===== src/rtl/cga_fetch_pkg.sv =====
// Shared definitions for the CGA scanline fetcher: SRAM address width,
// maximum CGA line length and the fetch state encoding.
package cga_fetch_pkg;

    localparam int SRAM_AW     = 19;
    localparam int CGA_MAX_LEN = 80;

    typedef enum logic [1:0] {
        ST_IDLE  = 2'd0,
        ST_FETCH = 2'd1,
        ST_DRAIN = 2'd2
    } fetch_state_t;

endpackage


===== src/rtl/cga_fetch_if.sv =====
// CGA side of the SRAM arbiter: read request/address out, read data in,
// plus the higher-priority busy indication.
interface cga_fetch_if;

    logic                               enacga;
    logic [cga_fetch_pkg::SRAM_AW-1:0]  addracga;
    logic [7:0]                         doutacga;
    logic                               hp_busy;

    modport master (
        output enacga,
        output addracga,
        input  doutacga,
        input  hp_busy
    );

    modport slave (
        input  enacga,
        input  addracga,
        output doutacga,
        output hp_busy
    );

endinterface


===== src/rtl/cga_fifo.sv =====
// Byte FIFO with first-word fall-through head and an occupancy count.
// Pushes when full and pops when empty are dropped.
module cga_fifo #(
    parameter int DEPTH = 16
) (
    input  logic                     clka,
    input  logic                     reset,
    input  logic                     push,
    input  logic [7:0]               push_data,
    input  logic                     pop,
    output logic [7:0]               head,
    output logic                     valid,
    output logic [$clog2(DEPTH):0]   count
);

    localparam int AW = $clog2(DEPTH);

    logic [7:0]    mem [DEPTH];
    logic [AW-1:0] wr_ptr_reg;
    logic [AW-1:0] rd_ptr_reg;
    logic [AW:0]   count_reg;
    logic          do_push;
    logic          do_pop;

    assign do_push = push && (count_reg != (AW+1)'(DEPTH));
    assign do_pop  = pop && (count_reg != '0);

    always_ff @(posedge clka or posedge reset) begin
        if (reset) begin
            wr_ptr_reg <= '0;
            rd_ptr_reg <= '0;
            count_reg  <= '0;
        end else begin
            if (do_push) wr_ptr_reg <= wr_ptr_reg + 1'b1;
            if (do_pop)  rd_ptr_reg <= rd_ptr_reg + 1'b1;
            case ({do_push, do_pop})
                2'b10:   count_reg <= count_reg + 1'b1;
                2'b01:   count_reg <= count_reg - 1'b1;
                default: count_reg <= count_reg;
            endcase
        end
    end

    // Storage carries no reset so it can map onto distributed RAM.
    always_ff @(posedge clka) begin
        if (do_push) mem[wr_ptr_reg] <= push_data;
    end

    assign head  = mem[rd_ptr_reg];
    assign valid = (count_reg != '0);
    assign count = count_reg;

endmodule


===== src/rtl/cga_fetch.sv =====
// CGA scanline fetcher: issues SRAM byte reads for one line into a small
// FIFO, throttled so buffered plus in-flight bytes never exceed its depth.
module cga_fetch
    import cga_fetch_pkg::*;
#(
    parameter int FIFO_DEPTH = 16,
    parameter int LEN_W      = 7
) (
    input  logic               clka,
    input  logic               reset,
    input  logic               line_start,
    input  logic [SRAM_AW-1:0] line_base,
    input  logic [LEN_W-1:0]   line_len,
    cga_fetch_if.master        sram,
    input  logic               pop,
    output logic [7:0]         pix_data,
    output logic               pix_valid,
    output logic               busy,
    output logic               underrun
);

    localparam int CW = $clog2(FIFO_DEPTH) + 1;

    fetch_state_t       state_reg;
    fetch_state_t       state_next;
    logic [SRAM_AW-1:0] addr_reg;
    logic [LEN_W-1:0]   remaining_reg;
    logic [1:0]         vpipe_reg;
    logic               underrun_reg;

    logic [CW-1:0]      fifo_count;
    logic [CW:0]        occupancy;
    logic               start;
    logic               req;
    logic               served;

    assign start     = line_start && (state_reg == ST_IDLE);
    assign occupancy = (CW+1)'(fifo_count) + (CW+1)'(vpipe_reg[0]) + (CW+1)'(vpipe_reg[1]);
    assign req       = (state_reg == ST_FETCH) && (remaining_reg != '0)
                       && (occupancy < (CW+1)'(FIFO_DEPTH));
    assign served    = req && !sram.hp_busy;

    always_comb begin
        state_next = state_reg;
        case (state_reg)
            ST_IDLE:  if (start) state_next = ST_FETCH;
            ST_FETCH: if ((remaining_reg == '0) || (served && (remaining_reg == LEN_W'(1))))
                          state_next = ST_DRAIN;
            // Leave as the final in-flight byte lands, so busy falls with that push.
            ST_DRAIN: if (!vpipe_reg[0]) state_next = ST_IDLE;
            default:  state_next = ST_IDLE;
        endcase
    end

    always_ff @(posedge clka or posedge reset) begin
        if (reset) begin
            state_reg     <= ST_IDLE;
            addr_reg      <= '0;
            remaining_reg <= '0;
            vpipe_reg     <= '0;
            underrun_reg  <= 1'b0;
        end else begin
            state_reg <= state_next;
            vpipe_reg <= {vpipe_reg[0], served};
            if (start) begin
                addr_reg      <= line_base;
                remaining_reg <= line_len;
            end else if (served) begin
                addr_reg      <= addr_reg + 1'b1;
                remaining_reg <= remaining_reg - 1'b1;
            end
            if (pop && !pix_valid) underrun_reg <= 1'b1;
        end
    end

    cga_fifo #(
        .DEPTH (FIFO_DEPTH)
    ) u_fifo (
        .clka      (clka),
        .reset     (reset),
        .push      (vpipe_reg[1]),
        .push_data (sram.doutacga),
        .pop       (pop),
        .head      (pix_data),
        .valid     (pix_valid),
        .count     (fifo_count)
    );

    assign sram.enacga   = req;
    assign sram.addracga = addr_reg;
    assign busy          = (state_reg != ST_IDLE);
    assign underrun      = underrun_reg;

endmodule

===== src/flat_wrapper.sv =====
// flat-port wrapper written by rule: the top's interface ports become plain ports
module cga_fetch_flat import cga_fetch_pkg::*;
#(
    parameter int FIFO_DEPTH = 16,
    parameter int LEN_W      = 7
)
  (clka, reset, line_start, line_base, line_len, pop, pix_data, pix_valid, busy, underrun, sram_enacga, sram_addracga, sram_doutacga, sram_hp_busy);
  cga_fetch_if sram_i ();
  input  logic clka;
  input  logic reset;
  input  logic line_start;
  input  logic [SRAM_AW-1:0] line_base;
  input  logic [LEN_W-1:0] line_len;
  input  logic pop;
  output logic [7:0] pix_data;
  output logic pix_valid;
  output logic busy;
  output logic underrun;
  output wire logic [$bits(sram_i.enacga)-1:0] sram_enacga;
  output wire logic [$bits(sram_i.addracga)-1:0] sram_addracga;
  input wire logic [$bits(sram_i.doutacga)-1:0] sram_doutacga;
  input wire logic [$bits(sram_i.hp_busy)-1:0] sram_hp_busy;
  assign sram_enacga = sram_i.enacga;
  assign sram_addracga = sram_i.addracga;
  assign sram_i.doutacga = sram_doutacga;
  assign sram_i.hp_busy = sram_hp_busy;
  cga_fetch #(.FIFO_DEPTH(FIFO_DEPTH), .LEN_W(LEN_W)) u_core (.clka(clka), .reset(reset), .line_start(line_start), .line_base(line_base), .line_len(line_len), .sram(sram_i), .pop(pop), .pix_data(pix_data), .pix_valid(pix_valid), .busy(busy), .underrun(underrun));
endmodule

===== config.mk =====
export PLATFORM = sky130hd
export DESIGN_NAME = cga_fetch_flat
export DESIGN_NICKNAME = d
export VERILOG_FILES = /design/src/rtl/cga_fetch_pkg.sv /design/src/rtl/cga_fetch_if.sv /design/src/rtl/cga_fifo.sv /design/src/rtl/cga_fetch.sv /design/src/flat_wrapper.sv
export SDC_FILE = /design/constraint.sdc
export NUM_CORES = 1
export LEC_CHECK = 0
export CAP_MARGIN = 20
export CORE_ASPECT_RATIO = 0.9
export CORE_MARGIN = 2
export CORE_UTILIZATION = 57
export CTS_CLUSTER_DIAMETER = 120
export DETAILED_ROUTE_END_ITERATION = 10
export PLACE_DENSITY = 0.79
export SLEW_MARGIN = 20
export SYNTH_ARGS = -nofsm -noshare
export SYNTH_HDL_FRONTEND = slang
export SYNTH_SLANG_ARGS = --single-unit

===== constraint.sdc =====
create_clock -name clka -period 3.94 [get_ports clka]
set_clock_uncertainty 0.05 [all_clocks]
set_input_delay 0.788 -clock clka [delete_from_list [all_inputs] [get_ports clka]]
set_output_delay 0.788 -clock clka [all_outputs]
set_load 0.03 [all_outputs]

==> Yosys cells after proc, flatten, opt, wreduce, memory -nomap -nowiden <==
Memories as Yosys holds them, arrays and structs flattened.
Cells that the tools add are included.
{ "classes": {"addsub": 8, "magnitude_cmp": 1, "eq_ne": 9, "muxes": 11, "reduce_logical": 19} }
{ "op_table": {"columns": ["cell", "count"], "rows": [
  ["$mux W19", 2],
  ["$add A19 B1 Y19 const B", 1],
  ["$mux W7", 2],
  ["$pmux W5 S2", 1],
  ["$add A4 B1 Y4 const B", 2],
  ["$logic_and A1 B1 Y1", 8],
  ["$eq A7 B1 Y1 const B", 1],
  ["$logic_not A7 Y1", 1],
  ["$reduce_bool A7 Y1", 1],
  ["$sub A7 B1 Y7 const B", 1],
  ["$add A5 B1 Y6", 1],
  ["$add A6 B1 Y6", 1],
  ["$lt A6 B5 Y1 const B", 1],
  ["$mux W2", 3],
  ["$pmux W2 S3", 1],
  ["$reduce_bool A2 Y1", 3],
  ["$add A5 B1 Y5 const B", 1],
  ["$ne A5 B5 Y1 const B", 1],
  ["$reduce_bool A5 Y1", 1],
  ["$sub A5 B1 Y5 const B", 1],
  ["$eq A2 B1 Y1 const B", 2],
  ["$eq A2 B2 Y1 const B", 2],
  ["$ne A2 B2 Y1 const B", 2],
  ["$reduce_and A3 Y1", 1],
  ["5 further kinds", 7]
]} }
{ "totals": {"register_bits": 44, "mem_bits_rw": 128, "input_bits": 39, "out_inout_bits": 31, "word_cells": 57, "memories": 1} }
{ "memory_table": {"columns": ["memory", "words", "word_bits", "read_ports", "rd_ports_with_merged_regs", "wr", "line", "text"], "rows": [
  ["u_core.u_fifo.mem", 16, 8, 1, 0, 1, "cga_fifo.sv:18", "logic [7:0] mem [DEPTH];"]
]} }

==> Logic depth before layout (Yosys ltp) <==
{ "depth": {"depth_word": 9, "depth_mapped": 12, "mapped_depth_nobuf": 11} }

==> By module <==
From an unflattened synthesis, not the netlist that was laid out.
{ "unflattened": {"hier_cells": 522, "area_unflattened_um2": 7544.7} }
{ "modules_own_cells": {"columns": ["mod", "n_inst", "cells_per_inst", "area_each_um2", "seq_area_each_um2"], "rows": [
  ["cga_fifo", 1, 330, 5771.8, 4169.0],
  ["cga_fetch", 1, 192, 1773.0, 775.7]
]} }

==> Least setup slack after synthesis <==
Ideal clock, no wire load.
{ "synth_path": {"kind": "flip-flop to flip-flop", "startpoint": "register u_core.u_fifo.count_reg[0] (netlist: u_core.u_fifo.count[0])", "endpoint": "register u_core.u_fifo.count_reg[4] (netlist: u_core.u_fifo.count[4])", "setup_ns": 0.125, "arrival_ns": 2.892, "required_ns": 3.765, "slack_ns": 0.874, "stages_incl_launch_ff": 12, "path_buffers": 1, "synth_period_minus_slack_ns": 3.066, "path_cell_list": "dfrtp_1 > nor4_1 > nand2b_1 > and2_1 > clkbuf_1 > ha_1 > ha_1 > nor2b_1 > o21ai_0 > a21oi_1 > or3b_2 > xnor2_1"} }
{ "synth_via": {"elab_chain_len": 4, "word_cells_on_any_way": 10, "classes_between": "2 x add/sub; 3 x eq/ne; 1 x mux; 4 x reduce/logical"} }
{ "synth_lines": {"columns": ["item", "line", "text"], "rows": [
  ["from (decl)", "cga_fifo.sv:21", "logic [AW:0] count_reg;"],
  ["from (signal assigned)", "cga_fifo.sv:37", "2'b10: count_reg <= count_reg + 1'b1;"],
  ["from (signal assigned)", "cga_fifo.sv:38", "2'b01: count_reg <= count_reg - 1'b1;"],
  ["from (signal assigned)", "cga_fifo.sv:39", "default: count_reg <= count_reg;"],
  ["$reduce_bool A5 Y1 (*)", null, null],
  ["named net pix_valid", "flat_wrapper.sv:16", "output logic pix_valid;"],
  ["$logic_and A1 B1 Y1 (*)", "cga_fifo.sv:26", "assign do_pop = pop && (count_reg != '0);"],
  ["named net u_core.u_fifo.do_pop", "cga_fifo.sv:23", "logic do_pop;"],
  ["$eq A2 B1 Y1 or $eq A2 B2 Y1 (tied branches)", "cga_fifo.sv:36", "case ({do_push, do_pop})"],
  ["$pmux W5 S2 or $reduce_bool A2 Y1 (tied branches)", null, null]
]} }
The timed path passes the listed nets; every way through them passes the cells marked *.
A chain may end at the register's enable or synchronous reset.

==> Worst setup path in the final report <==
{ "layout_path": {"startpoint": "register u_core.u_fifo.count_reg[0] (netlist: u_core.u_fifo.count[0])", "endpoint": "output sram_enacga"} }
{ "layout_via": {"elab_chain_len": 4} }
{ "layout_lines": {"columns": ["item", "line", "text"], "rows": [
  ["$add A5 B1 Y6", "cga_fetch.sv:38", "assign occupancy = (CW+1)'(fifo_count) + (CW+1)'(vpipe_reg[0]) + (CW+1)'(vpipe_reg[1]);"],
  ["$add A6 B1 Y6", "cga_fetch.sv:38", null],
  ["$lt A6 B5 Y1", "cga_fetch.sv:40", "&& (occupancy < (CW+1)'(FIFO_DEPTH));"],
  ["$logic_and A1 B1 Y1", "cga_fetch.sv:40", null],
  ["to (decl)", "flat_wrapper.sv:19", "output wire logic [$bits(sram_i.enacga)-1:0] sram_enacga;"]
]} }
No other way between the ends.

==> out/metrics.cfg <==
[synthesis]
synth-async-reset-ratio_pct = 25.6
ys_seq_area_share_pct = 66.7
synth_cells = 461
synth_warnings = 0
synth_seq_cells = 172
synth_edf_count = 128
synthesis.area_mm2 = 0.00742
ys.flop_type = edfxtp_1
synthesis.area_per_instance_um2 = 16.1
synth_cell_types = 54
synth_fp_nets = 515

[place]
gp_congestion = 0.840
port_buffers = 69
dpl.hpwl_um = 10300

[worst_hold_path]
min_path_cells = 0
min_path_type = flip-flop to flip-flop
holdPathEnd = u_core.vpipe_reg[1]$_DFF_PP0_
hp-start = u_core.vpipe_reg[0]$_DFF_PP0_

[worst_setup_path]
crit_path_start_kind = flip-flop
r2r_end = u_core.u_fifo.count[4]$_DFFE_PP0P_
worst_ep_arrival_time_ns = 2.90
worst-setup-path-type = flip-flop to output pin
crit_family = buffers and inverters
startpoint = u_core.u_fifo.count[0]$_DFFE_PP0P_
required_ns = 3.10
ff2ff_path_depth = 10
cpPeakStageDelay_ns = 0.78
rrSetupSlack_ns = 0.68
crit_fanout = 5
path_buf_inv = 1
cp_slowest_cell = clkdlybuf4s50_1
crit_path_end_kind = output pin
r2r_start = u_core.u_fifo.count[0]$_DFFE_PP0P_
crit_chain = ha_1, a21oi_1, nor2_1, nor4b_1, clkdlybuf4s50_1

[layout]
seq_area_mm2 = 0.00495
synthToLayoutAreaGrowth_pct = 20.2
multi_input_area_mm2 = 0.00233
nFillCells = 793
num-nets-final = 595
largest_reg_flops = 128
drive_gt1_share_pct = 18.4
n_antenna_cell = 0

[power]
power_density_mw_per_mm2 = 756
p_leak_nw = 3.07
irDropWorstVdd_uv = 421

[run_status]
outcome = finished clean

[drt]
first_iter_violations = 603
first_pass_iters = 5
drc_errors = 0
via_per_inst = 6.26
vias = 4490
routedWlPerCell_um = 22.7
antenna_left = 0
detail_route.wirelength_um = 16300

[sta]
rsz0062_at_grt = false
fin_tns_setup_ns = 0
hold_viol_final = 0
maxSlewViolCount = 0
fmax_ghz = 0.268
worstMarginPinSlew_ns = 1.13
relSlewSlack_pct = 24.2
fin_worst_hold_slack_ns = 0.391
fin_crit_ns = 3.74
finalCritPeriodShare_pct = 94.9
finalSetupViolations = 0

[floorplan]
die_x_um = 124
start_util_pct = 58.5
io_pins = 70
core-area_mm2 = 0.0127
row_count = 39
dieArea_mm2 = 0.0139
die_height_um = 112

[grt]
grt_pass1_vias = 4462
antenna_found_initial = 0
grt_overflow = 0
track_usage_pct = 24.3
grt_max_degree = 45
grt_pass1_wl_um = 25200

[flow_run]
cap_viol_max_count = 0

[clocking]
cts_buffers = 17
htree_num_levels = 4
clkTransAtPathRegs_ns = 0.07
clkSinkCount = 172
hold_buffers = 0
clkLatencyLatePin_ns = 0.43
cts_tree = done
cts-root-buf = clkbuf_16
ctsResizeCount = 0
clk_path_buf_depth = 2
postCtsSetupBuffers = 0

-- layout by cell type (no fill, tap or decap), drive strengths merged, types with 3 or more instances in the layout --
cell	netlist	layout
a211oi	7	7
a21oi	11	11
a311oi	4	4
and2	5	5
buf	9	12
clkbuf	11	18
clkdlybuf4s50	0	69
clkinv	0	5
dfrtp	44	44
edfxtp	128	128
ha	14	14
inv	16	21
mux4	40	40
nand2	31	31
nand2b	4	4
nand3	11	11
nand4	8	8
nor2	32	32
nor3	10	10
nor3b	3	3
nor4	6	6
o211ai	6	6
o21ai	12	12
or3	4	4
xnor2	12	12
xor2	8	8
-- metrics by stage --
step | util, % | setup slack [ns] | power, W | cells | area, um2
finish | 70.3 | 0.202 | 0.00674 | 717 | 8920
global route | 70.3 | 0.0272 | 0.00704 | 717 | 8920
CTS | 70.1 | 0.196 | 0.00677 | 716 | 8900
detailed placement | 65.6 | 0.583 | 0.00513 | 685 | 8330
global placement | 65.6 | 0.645 | 0.00504 | 685 | 8330
floorplan | - | 0.874 | 0.00427 | 461 | 7420
-- final cells by class --
type                       count  area share [%]
inverter                      16           0.674
tap                          164            2.30
timing repair buffer          81            9.04
clock inverter                13            1.57
clock buffer                  18            4.81
multi-input combinational    253            26.1
sequential                   172            55.5
-- worst max-delay path by stage --
| stage | to | slack, ns | cells after the start |
|---|---|---|---|
| floorplan | u_core.u_fifo.count[4]$_DFFE_PP0P_ | 0.87 | 11 |
| global placement | u_core.u_fifo.count[4]$_DFFE_PP0P_ | 0.64 | 10 |
| detailed placement | u_core.u_fifo.count[4]$_DFFE_PP0P_ | 0.58 | 10 |
| CTS | sram_enacga | 0.20 | 5 |
| global route | sram_enacga | 0.03 | 5 |
| finish | sram_enacga | 0.20 | 5 |
-- logic make-up after synthesis --
kind of cell	share of synthesized area (%)
adders and majority gates	2.63
muxes	12.4
xor gates and xnor gates	2.36
AOI/OAI and AO/OA	5.45
DFF	66.7
and+or+nand+nor	8.54
buffers and inverters	1.91
-- power breakdown --
part	internal, W	switching [W]	total [W]	leakage, nW
registers	0.00224	0.000344	0.00258	1.67
clock network	0.000935	0.000684	0.00162	0.282
logic	0.00119	0.00135	0.00254	1.12
-- cells in the mapped netlist, types with 2 or more instances --
cell type | instances | share of area (%)
edfxtp_1 | 128 | 52
dfrtp_1 | 44 | 15
mux4_2 | 40 | 12
nand2_1 | 31 | 1.6
nor2_1 | 31 | 1.6
inv_1 | 15 | 0.76
ha_1 | 14 | 2.4
xnor2_1 | 12 | 1.4
a21oi_1 | 11 | 0.74
clkbuf_1 | 11 | 0.56
nand3_1 | 11 | 0.74
nor3_1 | 10 | 0.67
o21ai_0 | 9 | 0.61
xor2_1 | 8 | 0.94
a211oi_1 | 7 | 0.71
nand4_1 | 7 | 0.59
and2_1 | 5 | 0.42
buf_2 | 5 | 0.34
o211ai_1 | 5 | 0.51
a311oi_1 | 4 | 0.47
buf_1 | 4 | 0.20
nand2b_1 | 4 | 0.34
or3_1 | 4 | 0.34
nor4_1 | 3 | 0.25
o21ai_1 | 3 | 0.20
a21o_1 | 2 | 0.20
a31o_2 | 2 | 0.24
nor3b_1 | 2 | 0.20
nor4_2 | 2 | 0.34
o221a_2 | 2 | 0.30
or3b_2 | 2 | 0.24
-- routing by layer --
| metal | GRT usage (%) | share of wire (%) | vias to the layer above |
|---|---|---|---|
| met3 | 6.58 | 6.3 | 26 |
| met2 | 39.0 | 50 | 206 |
| met5 | 0 | 0 | - |
| met4 | 7.04 | 1.4 | 0 |
| met1 | 33.5 | 42 | 2302 |
| li1 | - | - | 1956 |
-- worst register-to-register path: cells and delay by family, from the launching register on --
kind	cells	cell delay, ns
fa+ha+maj	2	0.62
compound gates	3	1.05
simple gates	3	0.71
xor+xnor	1	0.13
flops	1	0.44
buf+inv	1	0.13
Power figures use the tool's default switching activity.
